==> src/rtl/sys_arr_pkg.sv <==
// Shared types and sizing helpers for the N x N weight-stationary systolic core.
package sys_arr_pkg;

  typedef enum logic [1:0] {
    LOAD    = 2'd0,
    COMPUTE = 2'd1,
    DRAIN   = 2'd2
  } state_e;

  // Accept-to-out_valid latency in cycles.
  function automatic int LAT(input int n);
    return 2 * n;
  endfunction

  // In-flight counter width: holds 0..2N.
  function automatic int cnt_w(input int n);
    return $clog2(2 * n + 1);
  endfunction

endpackage

==> src/rtl/sys_arr_pe.sv <==
// Single MAC cell: stationary weight, registered activation pass-through and partial sum.
// SYS_ARR_SAT_EN selects a saturating accumulate instead of modulo-2^ACC_W wrap.
module sys_arr_pe
  import sys_arr_pkg::*;
#(
  parameter int DATA_W   = 4,
  parameter int WEIGHT_W = 4,
  parameter int ACC_W    = 8
) (
  input  logic                clk,
  input  logic                rst,
  input  logic                w_we,
  input  logic [WEIGHT_W-1:0] w_in,
  input  logic [DATA_W-1:0]   x_in,
  input  logic [ACC_W-1:0]    sum_in,
  output logic [DATA_W-1:0]   x_out,
  output logic [ACC_W-1:0]    sum_out
);
  localparam int PW = DATA_W + WEIGHT_W;

  logic [WEIGHT_W-1:0] w_q;
  logic [PW-1:0]       prod_full;
  logic [ACC_W-1:0]    prod;
  logic [ACC_W-1:0]    sum_nxt;

  assign prod_full = PW'(x_in) * PW'(w_q);
  assign prod      = ACC_W'(prod_full);

`ifdef SYS_ARR_SAT_EN
  logic [ACC_W:0] sum_wide;
  assign sum_wide = {1'b0, sum_in} + {1'b0, prod};
  // A carry out pins the sum at full scale; later rows cannot pull it back down.
  assign sum_nxt  = sum_wide[ACC_W] ? '1 : sum_wide[ACC_W-1:0];
`else
  assign sum_nxt  = sum_in + prod;
`endif

  always_ff @(posedge clk) begin
    if (rst) begin
      w_q     <= '0;
      x_out   <= '0;
      sum_out <= '0;
    end else begin
      if (w_we) w_q <= w_in;
      x_out   <= x_in;
      sum_out <= sum_nxt;
    end
  end

endmodule

==> src/rtl/sys_arr_nxn_core.sv <==
// N x N weight-stationary systolic MAC core: row-wise weight load, input skew, output deskew,
// reload/drain sequencing. Optional macro SYS_ARR_SAT_EN makes every PE add saturate.
module sys_arr_nxn_core
  import sys_arr_pkg::*;
#(
  parameter int N        = 4,
  parameter int DATA_W   = 4,
  parameter int WEIGHT_W = 4,
  parameter int ACC_W    = 8
) (
  input  logic                  clk,
  input  logic                  rst,
  input  logic                  w_valid,
  output logic                  w_ready,
  input  logic [N*WEIGHT_W-1:0] w_row,
  input  logic                  in_valid,
  output logic                  in_ready,
  input  logic [N*DATA_W-1:0]   in_vec,
  input  logic                  reload,
  output logic                  out_valid,
  output logic [N*ACC_W-1:0]    out_vec,
  output logic                  busy
);
  localparam int L  = LAT(N);
  localparam int CW = cnt_w(N);
  localparam int RW = $clog2(N);

  state_e                        state, state_nxt;
  logic [RW-1:0]                 rowcnt;
  logic [CW-1:0]                 cnt;
  logic                          w_fire, in_fire, last_row;
  logic [L:0]                    vld_pipe;
  logic [N-1:0]                  w_we;
  logic [N-1:0][DATA_W-1:0]      row_x;
  logic [N-1:0][N:0][DATA_W-1:0] xh;
  logic [N:0][N-1:0][ACC_W-1:0]  sv;
  logic [N-1:0][ACC_W-1:0]       col_out;
  logic [N-1:0][DATA_W-1:0]      x_tail;
  logic                          unused_x_tail;

  assign w_fire   = w_valid & w_ready;
  assign in_fire  = in_valid & in_ready;
  assign last_row = (rowcnt == RW'(N - 1));

  always_ff @(posedge clk) begin
    if (rst) state <= LOAD;
    else     state <= state_nxt;
  end

  always_comb begin
    state_nxt = state;
    w_ready   = 1'b0;
    in_ready  = 1'b0;
    case (state)
      LOAD: begin
        w_ready = 1'b1;
        if (w_valid && last_row) state_nxt = COMPUTE;
      end
      COMPUTE: begin
        in_ready = 1'b1;
        if (reload) state_nxt = DRAIN;
      end
      DRAIN:   if (cnt == '0) state_nxt = LOAD;
      default: state_nxt = LOAD;
    endcase
  end

  // vld_pipe[k] set means the vector accepted k cycles ago is at stage k.
  always_ff @(posedge clk) begin
    if (rst) begin
      rowcnt   <= '0;
      cnt      <= '0;
      vld_pipe <= '0;
    end else begin
      if (w_fire) rowcnt <= last_row ? '0 : rowcnt + RW'(1);
      vld_pipe <= {vld_pipe[L-1:0], in_fire};
      if (in_fire && !out_valid)      cnt <= cnt + CW'(1);
      else if (!in_fire && out_valid) cnt <= cnt - CW'(1);
    end
  end

  assign out_valid = vld_pipe[L];
  assign busy      = (cnt != '0);

  // Lane i passes i+1 registers so row i sees its element i cycles after row 0.
  for (genvar i = 0; i < N; i++) begin : g_skew
    logic [i:0][DATA_W-1:0] sk;
    always_ff @(posedge clk) begin
      if (rst) begin
        sk <= '0;
      end else begin
        sk[0] <= in_fire ? in_vec[i*DATA_W +: DATA_W] : '0;
        for (int k = 1; k <= i; k++) sk[k] <= sk[k-1];
      end
    end
    assign row_x[i] = sk[i];
    assign w_we[i]  = w_fire && (rowcnt == RW'(i));
  end

  assign sv[0] = '0;

  for (genvar i = 0; i < N; i++) begin : g_row
    assign xh[i][0]  = row_x[i];
    assign x_tail[i] = xh[i][N];
    for (genvar j = 0; j < N; j++) begin : g_col
      sys_arr_pe #(
        .DATA_W  (DATA_W),
        .WEIGHT_W(WEIGHT_W),
        .ACC_W   (ACC_W)
      ) u_pe (
        .clk    (clk),
        .rst    (rst),
        .w_we   (w_we[i]),
        .w_in   (w_row[j*WEIGHT_W +: WEIGHT_W]),
        .x_in   (xh[i][j]),
        .sum_in (sv[i][j]),
        .x_out  (xh[i][j+1]),
        .sum_out(sv[i+1][j])
      );
    end
  end

  assign unused_x_tail = ^x_tail;

  // Column j leaves the array j cycles after column 0; pad it back into alignment.
  for (genvar j = 0; j < N; j++) begin : g_dsk
    if (j < N - 1) begin : g_dly
      localparam int D = N - 1 - j;
      logic [D-1:0][ACC_W-1:0] ds;
      always_ff @(posedge clk) begin
        if (rst) begin
          ds <= '0;
        end else begin
          ds[0] <= sv[N][j];
          for (int k = 1; k < D; k++) ds[k] <= ds[k-1];
        end
      end
      assign col_out[j] = ds[D-1];
    end else begin : g_thru
      assign col_out[j] = sv[N][j];
    end
  end

  always_ff @(posedge clk) begin
    if (rst)                out_vec <= '0;
    else if (vld_pipe[L-1]) out_vec <= col_out;
  end

endmodule

==> config.mk <==
export PLATFORM = sky130hd
export DESIGN_NAME = sys_arr_nxn_core
export DESIGN_NICKNAME = d
export VERILOG_FILES = /design/src/rtl/sys_arr_pkg.sv /design/src/rtl/sys_arr_pe.sv /design/src/rtl/sys_arr_nxn_core.sv
export SDC_FILE = /design/constraint.sdc
export NUM_CORES = 1
export LEC_CHECK = 0
export CAP_MARGIN = 20
export CORE_MARGIN = 2
export CORE_UTILIZATION = 35
export CTS_BUF_LIST = sky130_fd_sc_hd__clkbuf_8
export CTS_CLUSTER_DIAMETER = 200
export DETAILED_ROUTE_END_ITERATION = 10
export MAX_ROUTING_LAYER = met4
export PLACE_DENSITY = 0.58
export RECOVER_POWER = 100
export SLEW_MARGIN = 10
export SYNTH_ARGS = -nofsm -noshare
export SYNTH_HDL_FRONTEND = slang
export SYNTH_SLANG_ARGS = --single-unit
==> constraint.sdc <==
create_clock -name clk -period 7.35 [get_ports clk]
set_input_delay 1.47 -clock clk [delete_from_list [all_inputs] [get_ports clk]]
set_output_delay 1.47 -clock clk [all_outputs]
set_load 0.005 [all_outputs]
==> results.cfg <==
[run_status]
status = finished, violations left
failed_checks = max-capacitance violations, max-slew violations

[global_route]
use_met2 = 0.226
grtUsageMet1 = 0.168
grt_use_total = 0.138
grt-busiest-layer = met2
grt_util_met3 = 0.0282
grt_max_degree = 145
overflow = 0
first_global_vias = 14400
antenna_found_initial = 0
grt_pass1_wl_um = 69300

[yosys]
synth_cell_types = 50
seq_area_frac_synth = 0.351
synth_cells = 2268
synth_top_family_by_area = adder cells
synth_simple_gate_area_frac = 0.234
ys_warn_count = 0
ys_async_sr_fraction = 0
synthMuxAreaShare = 0.0211
synth_compound_area_frac = 0.0623
synth_fa_ha_area_frac = 0.253
syn_avg_cell_area_um2 = 9.47
syn_nets = 2665
netlist_area_mm2 = 0.0215
synth-edff-count = 0
ys.flop_type = dfxtp_1
ys_ff_latch = 377
synth_xor_area_frac = 0.0114

[clock_tree]
cts_setup_buffers = 0
tritoncts = yes
numCtsBuffers = 70
clk_transition_reported_paths_ps = 60
h-tree-depth = 3
clkLatencyLatePin_ps = 650
clock-sinks = 377
cts_resized = 0
cts-root-buf = clkbuf_8
cts_buffer_depth = 3
cts_hold_buf = 0

[worst_hold_path]
min_from = g_skew[3].sk[8]
hold_path_depth = 1
hold_path_end = g_skew[3].sk[12]
hold_class = flip-flop to flip-flop

[worst_setup_path]
cp-start-kind = input port
reg2reg_depth = 10
arrival_ps = 4420
r2r-start = g_row[3].g_col[3].u_pe.w_q[1]
setup.worst_path.start = w_valid
slowest_delay_ps = 1260
required_ps = 7850
cp_common_cell = nand2_1
end_kind = flip-flop
critPathKind = input port to flip-flop
worst-path-max-fanout = 16
cp_slowest_cell = nor3b_1
rrSetupSlack_ps = 3850
cp_cell_sequence = dlygate4sd3_1 > nor3b_1 > nand2_1 > nand2_1 > a21oi_1
r2r-end = g_row[3].g_col[3].u_pe.sum_out[7]

[power_and_ir_drop]
power_mw = 4.18
vdd_ir_drop_max_mv = 0.103
p_per_area_mw_per_mm2 = 173
leakagePower_nw = 10.8

[floorplanning]
coreArea_mm2 = 0.0605
start_util = 0.355
fp.dieH_um = 252
die_w_um = 252
rows = 90
io_pins = 73
die_area_mm2 = 0.0634

[timing]
slew_viol_final = 92
post-route-period-util = 0.532
skew_ps = 31.3
worstMarginPinSlew_ps = 1710
finalHoldViolations = 0
fin_crit_ps = 3910
rsz0062_at_grt = no
hold_ws_ps = 427
finalSetupTns_ps = 0
setup_viol = 0
maxSlewHeadroom = -0.137
max_freq_ghz = 0.256

[drt]
drt-total-wl_um = 41500
wire_per_inst_um = 13.1
detail-route-antenna-nets = 0
drc = 0
drtPass1Iterations = 4
num_vias = 14400
dr.first_iter.drc_count = 577
avgViaCountPerCell = 4.52

[cells_and_area]
fin_nets = 2746
fill_cells = 5935
area_delta_synth_final_pct = 12.7
layout-drive-gt1-share = 0.0514

[job]
maxCapViolCount = 3

[place]
gp_congestion = 0.822
dpl.hpwl_um = 31600
io_buffers = 72
synth_stat cells (all sizes together) (10+ instances only):
library cell | n | share of area
nor3b | 32 | 0.011
buf | 49 | 0.014
and2 | 210 | 0.061
nand2 | 225 | 0.040
dfxtp | 377 | 0.35
nor2b | 203 | 0.059
or3 | 11 | 0.0032
inv | 285 | 0.050
mux2 | 11 | 0.0058
nor4b | 40 | 0.016
nor2 | 111 | 0.019
o21a | 19 | 0.0066
xor2 | 11 | 0.0045
fa | 125 | 0.12
xnor2 | 17 | 0.0069
o31ai | 10 | 0.0035
clkbuf | 18 | 0.0031
and3b | 11 | 0.0045
nor3 | 35 | 0.0082
ha | 235 | 0.14
o21ai | 23 | 0.0054
a2bb2oi | 11 | 0.0045
a21oi | 95 | 0.024
nor4bb | 10 | 0.0047
a211o | 11 | 0.0045
mux2i | 33 | 0.015
a211oi | 13 | 0.0045
flip-flops by register name, indices dropped and copies added, names as in the netlist:
register and flops:
out_vec 32, g_skew.sk 40, g_row.g_col.u_pe.w_q 64, state 2, rowcnt 2, g_dsk.g_dly.ds 32, cnt 4, g_row.g_col.u_pe.sum_out 128
g_row.g_col.u_pe.x_out 48, col_out 16, vld_pipe 9
logic make-up (layout without fill, tap and decap cells):
logic type / Yosys count / after routing
flops: 377 / 377
buf+inv: 352 / 478
xor+xnor: 28 / 28
other cells: 0 / 1
mux: 44 / 44
compound gates: 204 / 204
fa+ha+maj: 360 / 360
simple gates: 903 / 903
where the power goes:
part | leakage [nW] | internal [mW] | total (mW) | switching, mW
clock | 0.763 | 1.13 | 2.00 | 0.866
combinational | 7.03 | 0.0346 | 0.109 | 0.0748
sequential | 3.04 | 2.06 | 2.07 | 0.0160
total | 10.8 | 3.23 | 4.18 | 0.957
how the worst max path moves through the flow:
stage,depth (start not counted),end
2_1_floorplan,10,g_row[2].g_col[0].u_pe.sum_out[7]
3_3_place_gp,5,g_row[3].g_col[1].u_pe.w_q[3]
3_5_place_dp,5,g_row[3].g_col[2].u_pe.w_q[0]
4_1_cts,2,busy
5_1_grt,5,g_row[3].g_col[3].u_pe.w_q[0]
6_report,5,g_row[1].g_col[2].u_pe.w_q[3]
metrics by stage:
step           instance area (µm²)  instances  setup slack, ps   util
6_report                     24200       3177             3440  0.400
5_1_grt                      24200       3176             3220  0.400
4_1_cts                      24300       3176             3630  0.401
3_5_place_dp                 22900       3059             3610  0.378
3_3_place_gp                 22900       3059             3640  0.378
2_1_floorplan                21500       2268             4080      -
metal layers:
metal  vias up  wire length [µm]
li1       7437                 -
met2       173             19600
met3        73              1460
met4         0               974
met5         -                 0
met1      6689             19500
layout make-up:
type | count | area (µm²) | share of cell area
Sequential cell | 377 | 7550 | 0.312
Timing Repair Buffer | 76 | 773 | 0.0319
Inverter | 285 | 1070 | 0.0442
Antenna cell | 1 | 2.50 | 0.000103
Clock inverter | 40 | 318 | 0.0131
Tap cell | 782 | 978 | 0.0404
Clock buffer | 77 | 1060 | 0.0438
Multi-Input combinational cell | 1539 | 12500 | 0.515
cells in the final DEF, fill, tap and decap left out, types with 17 or more instances in the layout:
cell,Yosys,final
fa_1,125,125
nor4b_1,40,40
nor3_1,35,35
clkbuf_8,0,77
nor2_1,111,111
o21ai_0,20,22
and2_0,0,19
dlygate4sd3_1,0,37
xnor2_1,17,17
a21oi_1,83,87
and2_1,210,191
clkdlybuf4s50_1,0,34
ha_1,235,235
o21a_1,19,19
inv_1,285,305
nor3b_1,31,32
mux2i_1,33,33
nor2b_1,202,203
nand2_1,215,215
dfxtp_1,377,376
worst max-delay path, delay by kind of cell:
kind | cells | cell delay (ps)
AOI/OAI and AO/OA | 1 | 90
buffers and inverters | 1 | 560
and+or+nand+nor | 3 | 2290
(Power assumes the default switching activity.)
